[src/rtl/tow_pkg.sv]
// Shared types and encodings for the tug-of-war game sequencer.
package tow_pkg;

    typedef enum logic [1:0] {START, PLAY, HOLD, OVER} tow_state_t;

    localparam logic [1:0] WIN_NONE = 2'b00;
    localparam logic [1:0] WIN_R    = 2'b01;
    localparam logic [1:0] WIN_L    = 2'b10;

endpackage

[src/rtl/tow_key_pulse.sv]
// One player's key: rising-edge detect feeding a pending-move latch that the tick clears.
module tow_key_pulse (
    input  logic clk,
    input  logic reset,
    input  logic key,
    input  logic enable,
    input  logic clear,
    output logic pend
);

    logic key_q;
    logic pend_q;
    logic pend_d;
    logic rise;

    assign rise = key & ~key_q;

    // A rise landing in the clear cycle survives into the next tick window.
    always_comb begin
        pend_d = pend_q | rise;
        if (!enable) begin
            pend_d = 1'b0;
        end else if (clear) begin
            pend_d = rise;
        end
    end

    always_ff @(posedge clk) begin
        if (reset) begin
            key_q  <= 1'b0;
            pend_q <= 1'b0;
        end else begin
            key_q  <= key;
            pend_q <= pend_d;
        end
    end

    assign pend = pend_q;

endmodule

[src/rtl/tow_game_ctrl.sv]
// Tug-of-war sequencer: tick divider, move requests, win detection, scoring and round control.
module tow_game_ctrl
    import tow_pkg::*;
#(
    parameter int unsigned N_LIGHTS   = 9,
    parameter int unsigned TICK_DIV   = 4,
    parameter int unsigned HOLD_TICKS = 8,
    parameter int unsigned SCORE_MAX  = 7,
    localparam int unsigned SCORE_W   = $clog2(SCORE_MAX + 1)
) (
    input  logic                clk,
    input  logic                reset,
    input  logic                key_l,
    input  logic                key_r,
    input  logic [N_LIGHTS-1:0] light_vec,
    output logic                ce,
    output logic                move_l,
    output logic                move_r,
    output logic                round_rst,
    output logic [SCORE_W-1:0]  score_l,
    output logic [SCORE_W-1:0]  score_r,
    output logic [1:0]          winner,
    output logic                match_over
);

    localparam int unsigned CNT_W  = (TICK_DIV > 1) ? $clog2(TICK_DIV) : 1;
    localparam int unsigned HOLD_W = $clog2(HOLD_TICKS + 1);
    localparam logic [SCORE_W-1:0] SCORE_TOP = SCORE_W'(SCORE_MAX);

    tow_state_t         state_q, state_d;
    logic [CNT_W-1:0]   cnt_q, cnt_d;
    logic [HOLD_W-1:0]  hold_q, hold_d;
    logic [SCORE_W-1:0] score_l_q, score_l_d;
    logic [SCORE_W-1:0] score_r_q, score_r_d;
    logic [1:0]         winner_q, winner_d;
    logic               ce_q, ce_d;
    logic               move_l_q, move_l_d;
    logic               move_r_q, move_r_d;
    logic               round_rst_q, round_rst_d;

    logic tick;
    logic pend_l, pend_r;
    logic pend_en, pend_clr;
    logic win_l, win_r;

    assign tick  = (cnt_q == CNT_W'(TICK_DIV - 1));
    assign cnt_d = tick ? '0 : cnt_q + 1'b1;

    tow_key_pulse u_key_l (
        .clk    (clk),
        .reset  (reset),
        .key    (key_l),
        .enable (pend_en),
        .clear  (pend_clr),
        .pend   (pend_l)
    );

    tow_key_pulse u_key_r (
        .clk    (clk),
        .reset  (reset),
        .key    (key_r),
        .enable (pend_en),
        .clear  (pend_clr),
        .pend   (pend_r)
    );

    // Judged on the moves about to be issued: the light is pushed off on the coming ce.
    assign win_l = light_vec[N_LIGHTS-1] & pend_l & ~pend_r;
    assign win_r = light_vec[0] & pend_r & ~pend_l;

    always_comb begin
        state_d     = state_q;
        hold_d      = hold_q;
        score_l_d   = score_l_q;
        score_r_d   = score_r_q;
        winner_d    = winner_q;
        ce_d        = 1'b0;
        move_l_d    = 1'b0;
        move_r_d    = 1'b0;
        round_rst_d = 1'b0;
        pend_en     = 1'b0;
        pend_clr    = 1'b0;
        unique case (state_q)
            START: begin
                round_rst_d = 1'b1;
                state_d     = PLAY;
            end
            PLAY: begin
                pend_en = 1'b1;
                if (tick) begin
                    pend_clr = 1'b1;
                    ce_d     = 1'b1;
                    move_l_d = pend_l;
                    move_r_d = pend_r;
                    if (win_l) begin
                        if (score_l_q != SCORE_TOP) score_l_d = score_l_q + 1'b1;
                        winner_d = WIN_L;
                        hold_d   = HOLD_W'(HOLD_TICKS);
                        state_d  = HOLD;
                    end else if (win_r) begin
                        if (score_r_q != SCORE_TOP) score_r_d = score_r_q + 1'b1;
                        winner_d = WIN_R;
                        hold_d   = HOLD_W'(HOLD_TICKS);
                        state_d  = HOLD;
                    end
                end
            end
            HOLD: begin
                if (tick) begin
                    hold_d = (hold_q != '0) ? hold_q - 1'b1 : '0;
                    if (hold_q <= HOLD_W'(1)) begin
                        state_d = (score_l_q == SCORE_TOP || score_r_q == SCORE_TOP) ? OVER : START;
                    end
                end
            end
            OVER: begin
            end
            default: state_d = START;
        endcase
    end

    always_ff @(posedge clk) begin
        if (reset) begin
            state_q     <= START;
            cnt_q       <= '0;
            hold_q      <= '0;
            score_l_q   <= '0;
            score_r_q   <= '0;
            winner_q    <= WIN_NONE;
            ce_q        <= 1'b0;
            move_l_q    <= 1'b0;
            move_r_q    <= 1'b0;
            round_rst_q <= 1'b0;
        end else begin
            state_q     <= state_d;
            cnt_q       <= cnt_d;
            hold_q      <= hold_d;
            score_l_q   <= score_l_d;
            score_r_q   <= score_r_d;
            winner_q    <= winner_d;
            ce_q        <= ce_d;
            move_l_q    <= move_l_d;
            move_r_q    <= move_r_d;
            round_rst_q <= round_rst_d;
        end
    end

    assign ce         = ce_q;
    assign move_l     = move_l_q;
    assign move_r     = move_r_q;
    assign round_rst  = round_rst_q;
    assign score_l    = score_l_q;
    assign score_r    = score_r_q;
    assign winner     = winner_q;
    assign match_over = (state_q == OVER);

endmodule

[config.mk]
export PLATFORM = sky130hd
export DESIGN_NAME = tow_game_ctrl
export DESIGN_NICKNAME = d
export VERILOG_FILES = /design/src/rtl/tow_pkg.sv /design/src/rtl/tow_key_pulse.sv /design/src/rtl/tow_game_ctrl.sv
export SDC_FILE = /design/constraint.sdc
export NUM_CORES = 1
export LEC_CHECK = 0
export ABC_AREA = 1
export CAP_MARGIN = 20
export CORE_UTILIZATION = 55
export DETAILED_ROUTE_END_ITERATION = 8
export DONT_BUFFER_PORTS = 1
export PLACE_DENSITY = 0.76
export SLEW_MARGIN = 20
export SYNTH_ARGS = -nofsm -noshare
export SYNTH_HDL_FRONTEND = slang
export SYNTH_SLANG_ARGS = --single-unit
[constraint.sdc]
create_clock -name clk -period 2.15 [get_ports clk]
set_input_delay 0.215 -clock clk [delete_from_list [all_inputs] [get_ports clk]]
set_output_delay 0.215 -clock clk [all_outputs]
set_load 0.1 [all_outputs]
==> reports/qor.csv <==
stage,metric,value,unit
critical_path,endpoint_kind,register,
global_route,grt_max_degree,14,
sta,fmax,682,MHz
drt,routedWlPerCell,10.0,µm
global_route,grt_pass1_vias,923,
placement,placed_area,0.00129,mm²
sta,timing.final.setup_violations,0,
critical_path,path_cells,inv_1 > ha_1 > nor2_1 > nor2_4 > nand2_1 > o21ai_0 > nor2_1,
placement,hpwl,1520,µm
final_layout,nNetsFinal,195,
drt,routed-via-count,966,
final_layout,fillers,177,
power_and_ir_drop,powerDensity,892,mW/mm²
synthesis,netlist_area,0.00118,mm²
sta,finalCritPeriodShare,0.682,
placement,routabilityCongestion,0.770,
final_layout,utilization,0.674,
power_and_ir_drop,leakage,0.652,nW
critical_path,cp_max_fo,6,
drt,drtIter0Drc,13,
global_route,grt-ovfl-total,0,
sta,worst_pin_slew,0.364,ns
synthesis,syn_nets,179,
critical_path,cp-start-kind,register,
critical_path,crit_start,state_q[1],
clocking,clkLatencyLatePin,0.31,ns
sta,finClkSkew,0.00336,ns
critical_path,crit_buf_inv,1,
sta,holdWs,0.00679,ns
synthesis,synth-seq-cells,24,
critical_path,path_delay_family,simple AND/OR/NAND/NOR gates,
global_route,antenna_found_initial,0,
final_layout,antenna_cells,0,
synthesis,ys_seq_area_frac,0.407,
global_route,grt_first_pass_wirelength,3550,µm
critical_path,critPathRequiredTime,2.37,ns
critical_path,slowest_delay,0.35,ns
floorplan,die_w,48.3,µm
critical_path,cp_slowest_cell,dfxtp_1,
hold_path,min_from,key_r,
drt,drt-vias-per-instance,4.85,
synthesis,yosysWarnings,0,
hold_path,hold_class,in -> reg,
clocking,clock_sinks,24,
clocking,postCtsSetupBuffers,0,
clocking,root_buffer,clkbuf_4,
clocking,path_clk_slew,0.13,ns
final_layout,fin_area,0.00134,mm²
drt,postRouteAntennaNets,0,
critical_path,path_class,reg -> reg,
status,status,finished clean,
clocking,cts_resized,0,
drt,drcViolationCount,0,
sta,report.final.slew_viol_count,0,
clocking,clock_path_buffers,2,
sta,min_period,1.47,ns
job,cap_violations,0,
floorplan,die_h,48.3,µm
sta,final-hold-violation-count,0,
clocking,cts_buffers,3,
floorplan,die_area,0.00233,mm²
critical_path,cpMostUsedCell,nor2_1,
critical_path,r2r-start,state_q[1],
final_layout,synthToLayoutAreaGrowth,13.3,%
synthesis,yosysUniqueCellTypes,22,
sta,rsz0062_at_grt,false,
placement,io_buffers,0,
final_layout,fin_cells,199,
clocking,cts_tree,done,
critical_path,arrival,1.68,ns
synthesis,syn_area_per_cell,7.52,µm²
drt,totalWireLength,2000,µm
sta,slew_headroom,0.757,
floorplan,top_level_ports,26,
placement,dp_cells,194,
floorplan,core_region_area,0.00198,mm²
final_layout,drive_gt1_frac,0.157,
global_route,track_usage,0.190,
clocking,htreeDepth,1,
drt,drtPass1Iterations,4,
synthesis,synthCells,157,
power_and_ir_drop,ir_drop,687,µV
sta,tns,0,ns
floorplan,rows,16,
floorplan,initial_utilization,0.595,
clocking,postCtsHoldBufs,1,
## stage by stage
stage               setup slack (ns)  power [W]
global placement               0.747   0.000941
detailed placement             0.698   0.000953
floorplan                      0.277   0.000894
global route                   0.533    0.00127
finish                         0.683    0.00119
CTS                            0.667    0.00120
## metal layers
layer,vias to the layer above,part of all wire,GRT usage
met4,0,0.020,0.103
met3,4,0.043,0.0283
li1,514,-,-
met5,-,0,0
met1,428,0.46,0.219
met2,20,0.48,0.338
## report_power, final
part | internal (W) | switching, W | total [W]
clock | 0.000103 | 0.000132 | 0.000235
sequential | 0.000483 | 0.0000238 | 0.000507
combinational | 0.000141 | 0.000309 | 0.000450
total | 0.000727 | 0.000464 | 0.00119
## worst paths after layout
kind | end | slack (ns) | cells past startpoint
hold reg to reg | cnt_q[0] | 0.45 | 1
setup reg to reg | hold_q[2] | 0.68 | 7
hold / removal | u_key_r.key_q | 0.007 | 2
setup / recovery | hold_q[2] | 0.68 | 7
## synthesized netlist by cell type
library cell / instances / area share
a21oi_1: 11 / 0.047
buf_2: 2 / 0.0085
buf_6: 1 / 0.0095
clkinv_4: 1 / 0.0074
dfxtp_1: 24 / 0.41
ha_1: 9 / 0.095
inv_1: 27 / 0.086
inv_2: 1 / 0.0032
nand2_1: 30 / 0.095
nand2_2: 1 / 0.0053
nand3_1: 7 / 0.030
nand3_2: 2 / 0.017
nand3_4: 2 / 0.030
nand3b_1: 2 / 0.013
nor2_1: 22 / 0.070
nor2_4: 1 / 0.0095
nor3_1: 1 / 0.0042
nor3b_1: 1 / 0.0064
o21ai_0: 8 / 0.034
o21ai_1: 1 / 0.0042
or2_2: 2 / 0.011
xor2_1: 1 / 0.0074
## kinds of logic after synthesis
group	after synthesis	synth area share
AO/OA/AOI/OAI	20	0.0848
XOR/XNOR	1	0.00742
adder cells (fa/ha/maj)	9	0.0954
buffers and inverters	32	0.115
flip-flops	24	0.407
AND/OR/NAND/NOR	71	0.291
## registers in the layout (all words and copies together) (netlist names), 2 cells and up
register and cells:
winner 2, score_l 3, score_r 3, hold_q 4, state_q 2, cnt_q 2
## cells in the final DEF, fill, tap and decap left out, drive strengths merged
| cell type | count |
|---|---|
| xor2 | 1 |
| dfxtp | 24 |
| nand3 | 11 |
| a21oi | 11 |
| nand2 | 31 |
| clkinv | 1 |
| nand3b | 2 |
| ha | 9 |
| nor3 | 1 |
| or2 | 2 |
| nor3b | 1 |
| clkbuf | 4 |
| nor2 | 23 |
| inv | 28 |
| o21ai | 9 |
| buf | 13 |
| dlygate4sd3 | 1 |
## area by class of cell
class                      instances  area, µm²  share of cell area
inverter                          29        114              0.0852
multi-input combinational        101        564               0.422
timing repair buffer              14        108              0.0805
clock buffer                       4       36.3              0.0272
tap                               27       33.8              0.0253
sequential                        24        480               0.360
Power figures use the tool's default switching activity.
